`src/rtl/mcdf_arbiter.sv`:
```
// mcdf_arbiter: picks one eligible slave FIFO and streams one packet to the formatter.
// Optional MCDF_ARB_RR_EN: round-robin tie-break among equal-priority channels.
module mcdf_arbiter #(
  parameter int FIFO_DEPTH = 63
) (
  input  logic        clk_i,
  input  logic        rst_i,
  input  logic        slv0_en_i,
  input  logic        slv1_en_i,
  input  logic        slv2_en_i,
  input  logic [1:0]  slv0_prio_i,
  input  logic [1:0]  slv1_prio_i,
  input  logic [1:0]  slv2_prio_i,
  input  logic [2:0]  slv0_pkglen_i,
  input  logic [2:0]  slv1_pkglen_i,
  input  logic [2:0]  slv2_pkglen_i,
  input  logic [5:0]  slv0_margin_i,
  input  logic [5:0]  slv1_margin_i,
  input  logic [5:0]  slv2_margin_i,
  input  logic [31:0] slv0_data_i,
  input  logic [31:0] slv1_data_i,
  input  logic [31:0] slv2_data_i,
  output logic        slv0_ack_o,
  output logic        slv1_ack_o,
  output logic        slv2_ack_o,
  input  logic        fmt_grant_i,
  output logic        fmt_req_o,
  output logic [1:0]  fmt_chid_o,
  output logic [5:0]  fmt_length_o,
  output logic        fmt_send_o,
  output logic [31:0] fmt_data_o,
  output logic        fmt_start_o,
  output logic        fmt_end_o
);

  localparam logic [1:0] S_IDLE = 2'd0;
  localparam logic [1:0] S_ARB  = 2'd1;
  localparam logic [1:0] S_REQ  = 2'd2;
  localparam logic [1:0] S_SEND = 2'd3;

  localparam logic [6:0] DEPTH = 7'(FIFO_DEPTH);

  logic [2:0] en;
  logic [1:0] prio [3];
  logic [2:0] plen [3];
  logic [5:0] margin [3];
  logic [5:0] occ [3];
  logic [2:0] elig;

  logic [1:0] state;
  logic [1:0] chid;
  logic [5:0] len;
  logic [5:0] cnt;
  logic       last;

  logic [1:0] start;
  logic [1:0] win;
  logic [1:0] best;
  logic       found;
  logic [2:0] c3;

  assign en        = {slv2_en_i, slv1_en_i, slv0_en_i};
  assign prio[0]   = slv0_prio_i;
  assign prio[1]   = slv1_prio_i;
  assign prio[2]   = slv2_prio_i;
  assign plen[0]   = slv0_pkglen_i;
  assign plen[1]   = slv1_pkglen_i;
  assign plen[2]   = slv2_pkglen_i;
  assign margin[0] = slv0_margin_i;
  assign margin[1] = slv1_margin_i;
  assign margin[2] = slv2_margin_i;

  function automatic logic [5:0] dec_len(input logic [2:0] code);
    case (code)
      3'd0:    return 6'd4;
      3'd1:    return 6'd8;
      3'd2:    return 6'd16;
      default: return 6'd32;
    endcase
  endfunction

  always_comb begin
    for (int i = 0; i < 3; i++) begin
      if ({1'b0, margin[i]} > DEPTH) occ[i] = '0;
      else occ[i] = 6'(DEPTH - {1'b0, margin[i]});
      elig[i] = en[i] && (occ[i] >= dec_len(plen[i]));
    end
  end

`ifdef MCDF_ARB_RR_EN
  logic [1:0] ptr;
  assign start = (ptr == 2'd2) ? 2'd0 : ptr + 2'd1;
`else
  assign start = 2'd0;
`endif

  // strict '<' keeps the earliest channel in search order on a priority tie
  always_comb begin
    found = 1'b0;
    win   = 2'd0;
    best  = 2'd3;
    c3    = 3'd0;
    for (int k = 0; k < 3; k++) begin
      c3 = {1'b0, start} + 3'(k);
      if (c3 > 3'd2) c3 = c3 - 3'd3;
      if (elig[c3[1:0]] && (!found || prio[c3[1:0]] < best)) begin
        found = 1'b1;
        win   = c3[1:0];
        best  = prio[c3[1:0]];
      end
    end
  end

  assign last = (cnt == len - 6'd1);

  always_ff @(posedge clk_i or posedge rst_i) begin
    if (rst_i) begin
      state <= S_IDLE;
      chid  <= '0;
      len   <= '0;
      cnt   <= '0;
`ifdef MCDF_ARB_RR_EN
      ptr   <= 2'd2;
`endif
    end else begin
      unique case (state)
        S_IDLE: if (|elig) state <= S_ARB;
        S_ARB: begin
          if (found) begin
            chid  <= win;
            len   <= dec_len(plen[win]);
            state <= S_REQ;
          end else begin
            state <= S_IDLE;
          end
        end
        S_REQ: begin
          if (fmt_grant_i) begin
            cnt   <= '0;
            state <= S_SEND;
          end
        end
        S_SEND: begin
          if (last) begin
            cnt   <= '0;
            state <= S_IDLE;
`ifdef MCDF_ARB_RR_EN
            ptr   <= chid;
`endif
          end else begin
            cnt <= cnt + 6'd1;
          end
        end
        default: state <= S_IDLE;
      endcase
    end
  end

  logic in_req;
  logic in_send;

  assign in_req  = (state == S_REQ);
  assign in_send = (state == S_SEND);

  assign fmt_req_o    = in_req;
  assign fmt_send_o   = in_send;
  assign fmt_chid_o   = (in_req || in_send) ? chid : 2'd0;
  assign fmt_length_o = (in_req || in_send) ? len : 6'd0;
  assign fmt_start_o  = in_send && (cnt == 6'd0);
  assign fmt_end_o    = in_send && last;
  assign slv0_ack_o   = in_send && (chid == 2'd0);
  assign slv1_ack_o   = in_send && (chid == 2'd1);
  assign slv2_ack_o   = in_send && (chid == 2'd2);

  always_comb begin
    fmt_data_o = '0;
    if (in_send) begin
      unique case (chid)
        2'd0:    fmt_data_o = slv0_data_i;
        2'd1:    fmt_data_o = slv1_data_i;
        2'd2:    fmt_data_o = slv2_data_i;
        default: fmt_data_o = '0;
      endcase
    end
  end

endmodule

```
`config.mk`:
```
export PLATFORM = sky130hd
export DESIGN_NAME = mcdf_arbiter
export DESIGN_NICKNAME = d
export VERILOG_FILES = /design/src/rtl/mcdf_arbiter.sv
export SDC_FILE = /design/constraint.sdc
export NUM_CORES = 1
export LEC_CHECK = 0
export CORE_MARGIN = 3
export CORE_UTILIZATION = 36
export CTS_CLUSTER_SIZE = 16
export DETAILED_ROUTE_END_ITERATION = 12
export PLACE_DENSITY = 0.95
export REMOVE_ABC_BUFFERS = 1
export SYNTH_ARGS = -nofsm -noshare
export SYNTH_HDL_FRONTEND = slang
export SYNTH_SLANG_ARGS = --single-unit
```
`constraint.sdc`:
```
create_clock -name clk_i -period 3.35 [get_ports clk_i]
set_input_delay 0.8375 -clock clk_i [delete_from_list [all_inputs] [get_ports clk_i]]
set_output_delay 0.8375 -clock clk_i [all_outputs]
set_load 0.02 [all_outputs]
```
==> results by group <==
Pwr
  • Reg power frac: 13.2%
  • Clock share of power: 6.5%
  • Sw Pwr: 1.23 mW
  • Tot Pwr: 2.59 mW
  • Pint: 1.36 mW
  • Pwr per Cell Area: 558 mW/mm^2
  • Switching share of power: 47.6%
  • VDD IR-drop max: 473 uV
  • Leak: 1.99 nW
  • Power share of the combinational group: 80.3%

Clock network
  • CTS max path bufs: 2
  • Hold Buf Count CTS: 0
  • CTS Sinks: 14
  • Skew-Pair Late Insertion Delay: 0.25 ns
  • CTS root buffer: clkbuf_8
  • CTS HTree Levels: 1
  • CTS tree: done
  • Clock slew at reported path FFs: 0.06 ns
  • CTS Buf Count: 3

STA
  • Final hold vios: 0
  • Slew Limit Fails: 0
  • Minimum clock period: 3.73 ns
  • Final setup fails: 6
  • Max Fclk: 268 MHz
  • Final period utilization: 111%
  • Hold Slack: 0.529 ns
  • Setup Skew: 0.00305 ns
  • Final WS setup: -0.377 ns
  • Worst slew margin relative to its limit: 59.4%
  • Slew @ Worst Pin: 0.603 ns
  • RSZ-0062 raised after global routing: true
  • TNS Setup: -2.02 ns

Final layout
  • Final Non-Filler Cells: 606
  • Nets: 686
  • Layout cells sized above 1: 17.3%
  • Core Util, Final: 81.3%
  • Post-route cell area: 0.00464 sq mm
  • P&R area growth vs syn: 112%

Worst setup path
  • Critical Path AT: 3.87 ns
  • Critical Path Source Type: input port
  • Critical path fanouts, max: 6
  • Critical path required time: 3.49 ns
  • Critical path class: input port to flop
  • Nature of the critical path endpoint: flop

Logic synthesis
  • Post-synthesis mux area share: 18.5%
  • Main synth FF type: dfrtp_1
  • Post-Synth Simple-Gate Area: 26.0%
  • Synth warn: 0
  • Adder-cell share of the synthesized area: 9.70%
  • Mapped Cells: 313
  • Largest family of logic cells by synthesized area: simple AND/OR/NAND/NOR gates
  • Synth Area in Compound Gates: 20.1%
  • Post-synth EDFFs: 0
  • FF+latch count, synth: 14
  • Asr flop ratio synth: 100%
  • Syn Area/Cell: 7.00 sq um
  • Synth Cell Area: 0.00219 sq mm
  • Xor and xnor fraction of the mapped netlist area: 2.80%
  • Count of cell types in the netlist: 43
  • Sequential fraction of the synthesis area: 16.0%

Outcome
  • Violated checks: negative setup slack
  • Outcome: finished, violations left

Drt
  • Post-Route WL: 11400 um
  • Met2 wire length: 6020 um
  • DR iter-0 viols: 129
  • Detailed Routing Iterations Pass 1: 6
  • DRC: 0
  • Vias/cell: 5.44
  • Met1 Wirelength: 4150 um
  • Routed Antenna Nets: 0
  • Routed length on met3: 707 um
  • Routed len/inst: 18.8 um
  • Vias: 3295
  • Top routing layer in use: met4

Global routing
  • First-pass GRT wire length: 16800 um
  • Gr ovfl total: 0
  • Initial antenna violation count: 1
  • Vias in the first global route: 3361
  • Largest net degree at the start of global routing: 36
  • GRT Total Usage: 29.0%

Placed design
  • Routability cong.: 0.869
  • Place WS: -1.24 ns
  • HPWL after DPL: 7700 um
  • DP Area: 0.00424 sq mm
  • Input/output buffers: 179
  • Placed Cells: 577

Die
  • Starting density of the core: 38.4%
  • IO Count: 182
  • CORE AREA: 0.00571 sq mm
  • Die Ht: 84.0 um
  • # rows: 27
  • DIE AREA: 0.00706 sq mm
  • Die width: 84.0 um

Min path
  • Worst Hold Class: flop to flop

Run
  • MaxCap Viol Count: 0
-- metal layers --
layer  vias up  GRT usage, %
met5         -             0
met4         0          11.8
met3        43          4.74
met2       176          54.8
met1      1554          31.5
li1       1522             -
-- worst paths after layout --
kind,depth (start not counted),slack (ns),start,endpoint
min in group asynchronous,2,0.97,rst_i,len[2]
max reg2reg,9,1.34,len[2],cnt[3]
min,1,0.53,cnt[5],cnt[5]
max in group asynchronous,2,1.99,rst_i,chid[0]
min reg2reg,1,0.53,cnt[5],cnt[5]
max,19,-0.38,slv0_pkglen_i[1],len[2]
-- placed cells by master, fill, tap and decap left out, types with 4 or more instances in the layout --
cell,n
a21oi_1,38
and2_1,7
buf_4,51
buf_6,4
clkbuf_8,4
clkdlybuf4s50_1,171
dfrtp_1,13
ha_1,14
inv_1,16
mux2_2,4
mux2i_1,36
nand2_1,14
nor2_1,72
o21ai_0,11
xnor2_1,4
-- kinds of logic (layout without fill, tap and decap cells) --
logic type      after synthesis  after routing
fa+ha+maj                    17             17
flops                        14             14
xor+xnor                      7              7
buf+inv                      36            255
other cells                   1              3
simple gates                127            127
mux                          40             40
compound gates               71             71
-- synthesized netlist by cell type, drive strengths merged (2+ instances only) --
cell type,count,share of area [%]
a21oi,39,8.9
and2,7,2.0
and3,3,0.86
and4,2,0.80
buf,8,1.9
clkbuf,11,1.9
dfrtp,14,16
ha,17,9.7
inv,17,2.9
mux2,4,2.1
mux2i,36,16
nand2,15,2.6
nand3,3,0.68
nand3b,2,0.68
nand4,2,0.57
nor2,76,13
nor2b,4,1.1
nor3,6,1.4
nor3b,2,0.68
o21a,3,1.0
o21ai,16,3.8
o311ai,2,1.1
or3b,2,0.80
xnor2,4,1.6
xor2,3,1.2
-- cell type report --
class | count | area, sq um
Clock buffer | 4 | 55.1
Timing Repair Buffer | 234 | 2230
Antenna cell | 1 | 2.50
Tap cell | 72 | 90.1
Fill cell | 324 | 1070
Inverter | 17 | 63.8
Multi-Input combinational cell | 264 | 1850
Sequential cell | 14 | 352
-- state kept, by name (all words and copies together), names as in the netlist, named ones only --
| register | cells |
|---|---|
| cnt | 6 |
| state | 1 |
| chid | 2 |
| len | 4 |
-- worst max-delay path: stages --
cell	delay, ns
buf_6	0.11
nor2_4	0.13
nand2_4	0.07
ha_4	0.24
and4_1	0.17
o311a_1	0.36
o21ai_2	0.20
nor2_4	0.07
ha_4	0.23
a21oi_4	0.14
o21ai_2	0.09
nand2_1	0.09
o21ai_2	0.08
ha_4	0.27
o22ai_2	0.09
a32oi_4	0.28
buf_6	0.15
mux2i_1	0.18
o21ai_1	0.07
-- power by group through the flow --
stage / Sequential, mW / Combinational (mW) / Clock, mW
after global routing: 0.351 / 2.22 / 0.176
after CTS: 0.335 / 2.04 / 0.165
after global placement: 0.331 / 1.94 / 0
after detailed placement: 0.337 / 1.99 / 0
final: 0.342 / 2.08 / 0.168
after floorplan: 0.357 / 1.02 / 0
-- what timing repair did --
action / in CTS / in global routing
hold endpoints to repair: 0 / 0
pin swaps: 18 / 17
endpoints found under the setup margin: 6 / 9
setup buffers: 23 / 3
resized for setup: 33 / 25
Note: power is estimated with default switching activity, not from simulation.
==> patch, RTL diff (config.mk and constraints unchanged) <==
`FIFO_DEPTH`: 63 -> 32.
--- a/src/rtl/mcdf_arbiter.sv
+++ b/src/rtl/mcdf_arbiter.sv
@@ -1,7 +1,7 @@
 // mcdf_arbiter: picks one eligible slave FIFO and streams one packet to the formatter.
 // Optional MCDF_ARB_RR_EN: round-robin tie-break among equal-priority channels.
 module mcdf_arbiter #(
-  parameter int FIFO_DEPTH = 63
+  parameter int FIFO_DEPTH = 32
 ) (
   input  logic        clk_i,
   input  logic        rst_i,
Check against the original RTL: not equivalent (a bounded check fails within 4 cycles, from zero or initial values and one cycle with rst_i high).
==> patch against the original RTL <==
The flow still finishes with violations (negative setup slack); non-clock buffer count rose by 23; sequential cell count unchanged; area after synthesis grew 20%; total power grew 22%; worst setup slack worse by 730 ps; global-route usage about the same; wire length is 21% higher; design area is 18% higher; core utilization shrank 2.4 points.
==> patch: results (changes against the original RTL) <==
outcome: complete, but fails checks (unchanged)
failing checks: negative setup slack (unchanged)
GR Util All Layers: 29.0% (about the same)
Yosys cell types: 59 (was 43)
VDD IR max: 0.274 mV (was 0.473 mV)
worst reg2reg setup slack: 1240 ps (was 1340 ps)
Avg Inst Size Synth: 6.93 sq um (was 7.00 sq um)
Fill cells: 441 (was 324)
Placed Instances: 693 (was 577)
Setup-failing EPs final: 8 (was 6)
WHS: 548 ps (was 529 ps)
Placement Setup Slack: -2010 ps (was -1240 ps)
first-pass GRT wire length: 20.0 mm (was 16.8 mm)
RePlAce Congestion: 0.876 (was 0.869)
Setup TNS Final: -6780 ps (was -2020 ps)
final net count: 778 (was 686)
Avg Vias per Cell: 5.65 (was 5.44)
CP Max Fanout: 5 (was 6)
layout cells sized above 1: 24.0% (was 17.3%)
leading post-synthesis cells by cell area: dfrtp_1 (13%), mux2i_1 (13%), nor2_1 (12%) (was mux2i_1 (16%), dfrtp_1 (16%), nor2_1 (13%))
final worst slack: -1100 ps (was -377 ps)
WP data arrival: 4640 ps (was 3870 ps)
Slew HR: 59.5% (was 59.4%)
Avg WL per Cell: 19.1 um (was 18.8 um)
post-CTS sizing: 75 (was 33)
initial drt markers: 240 (was 129)
Final Util: 79.0% (was 81.3%)
-- patch: changes by cell type in the layout (fill, tap and decap cells not counted), moves of 5 or more --
cell	change
a21oi_2	+6
buf_4	+17
clkdlybuf4s50_1	-5
nor2_1	+7
nor3_1	+5
-- patch: where the power goes --
part,switching [mW],internal (mW)
combinational,1.38,1.28
sequential,0.104,0.231
clock,0.0649,0.104
-- patch: final cells by class --
type / count / area (sq um) / share of cell area, %
diodes: 1 / 2.50 / 0.0456
clock buffers: 4 / 55.1 / 1.00
inverters: 20 / 82.6 / 1.51
multi-input cells: 327 / 2420 / 44.2
flip-flops and latches: 14 / 352 / 6.41
well taps: 96 / 120 / 2.19
repair buffers: 257 / 2450 / 44.6
-- patch: how the worst max path moves through the flow --
stage | slack [ps] | to | start
2_1_floorplan | -1320 | len[5] | slv0_margin_i[0]
4_1_cts | -1060 | len[5] | slv0_margin_i[1]
3_3_place_gp | -1690 | len[5] | slv0_margin_i[0]
6_report | -1100 | len[5] | slv0_margin_i[4]
3_5_place_dp | -2010 | len[5] | slv0_margin_i[0]
5_1_grt | -1220 | len[5] | slv0_margin_i[0]
-- patch: per-layer routing --
layer / wire (um) / vias up / part of all wire (%) / track usage [%]
met4: 660 / 0 / 4.8 / 13.9
met5: 0 / - / 0 / 0
met3: 1170 / 52 / 8.5 / 6.81
met1: 4820 / 1931 / 35 / 29.7
li1: - / 1841 / - / -
met2: 7110 / 235 / 52 / 54.7
-- patch: cells by family after synthesis --
group,Yosys count,share of synthesized area (%)
xor+xnor,10,3.32
mux,35,13.3
buf+inv,42,6.54
flops,14,13.3
fa+ha+maj,20,9.47
simple gates,159,28.8
other cells,1,0.142
compound gates,100,25.2
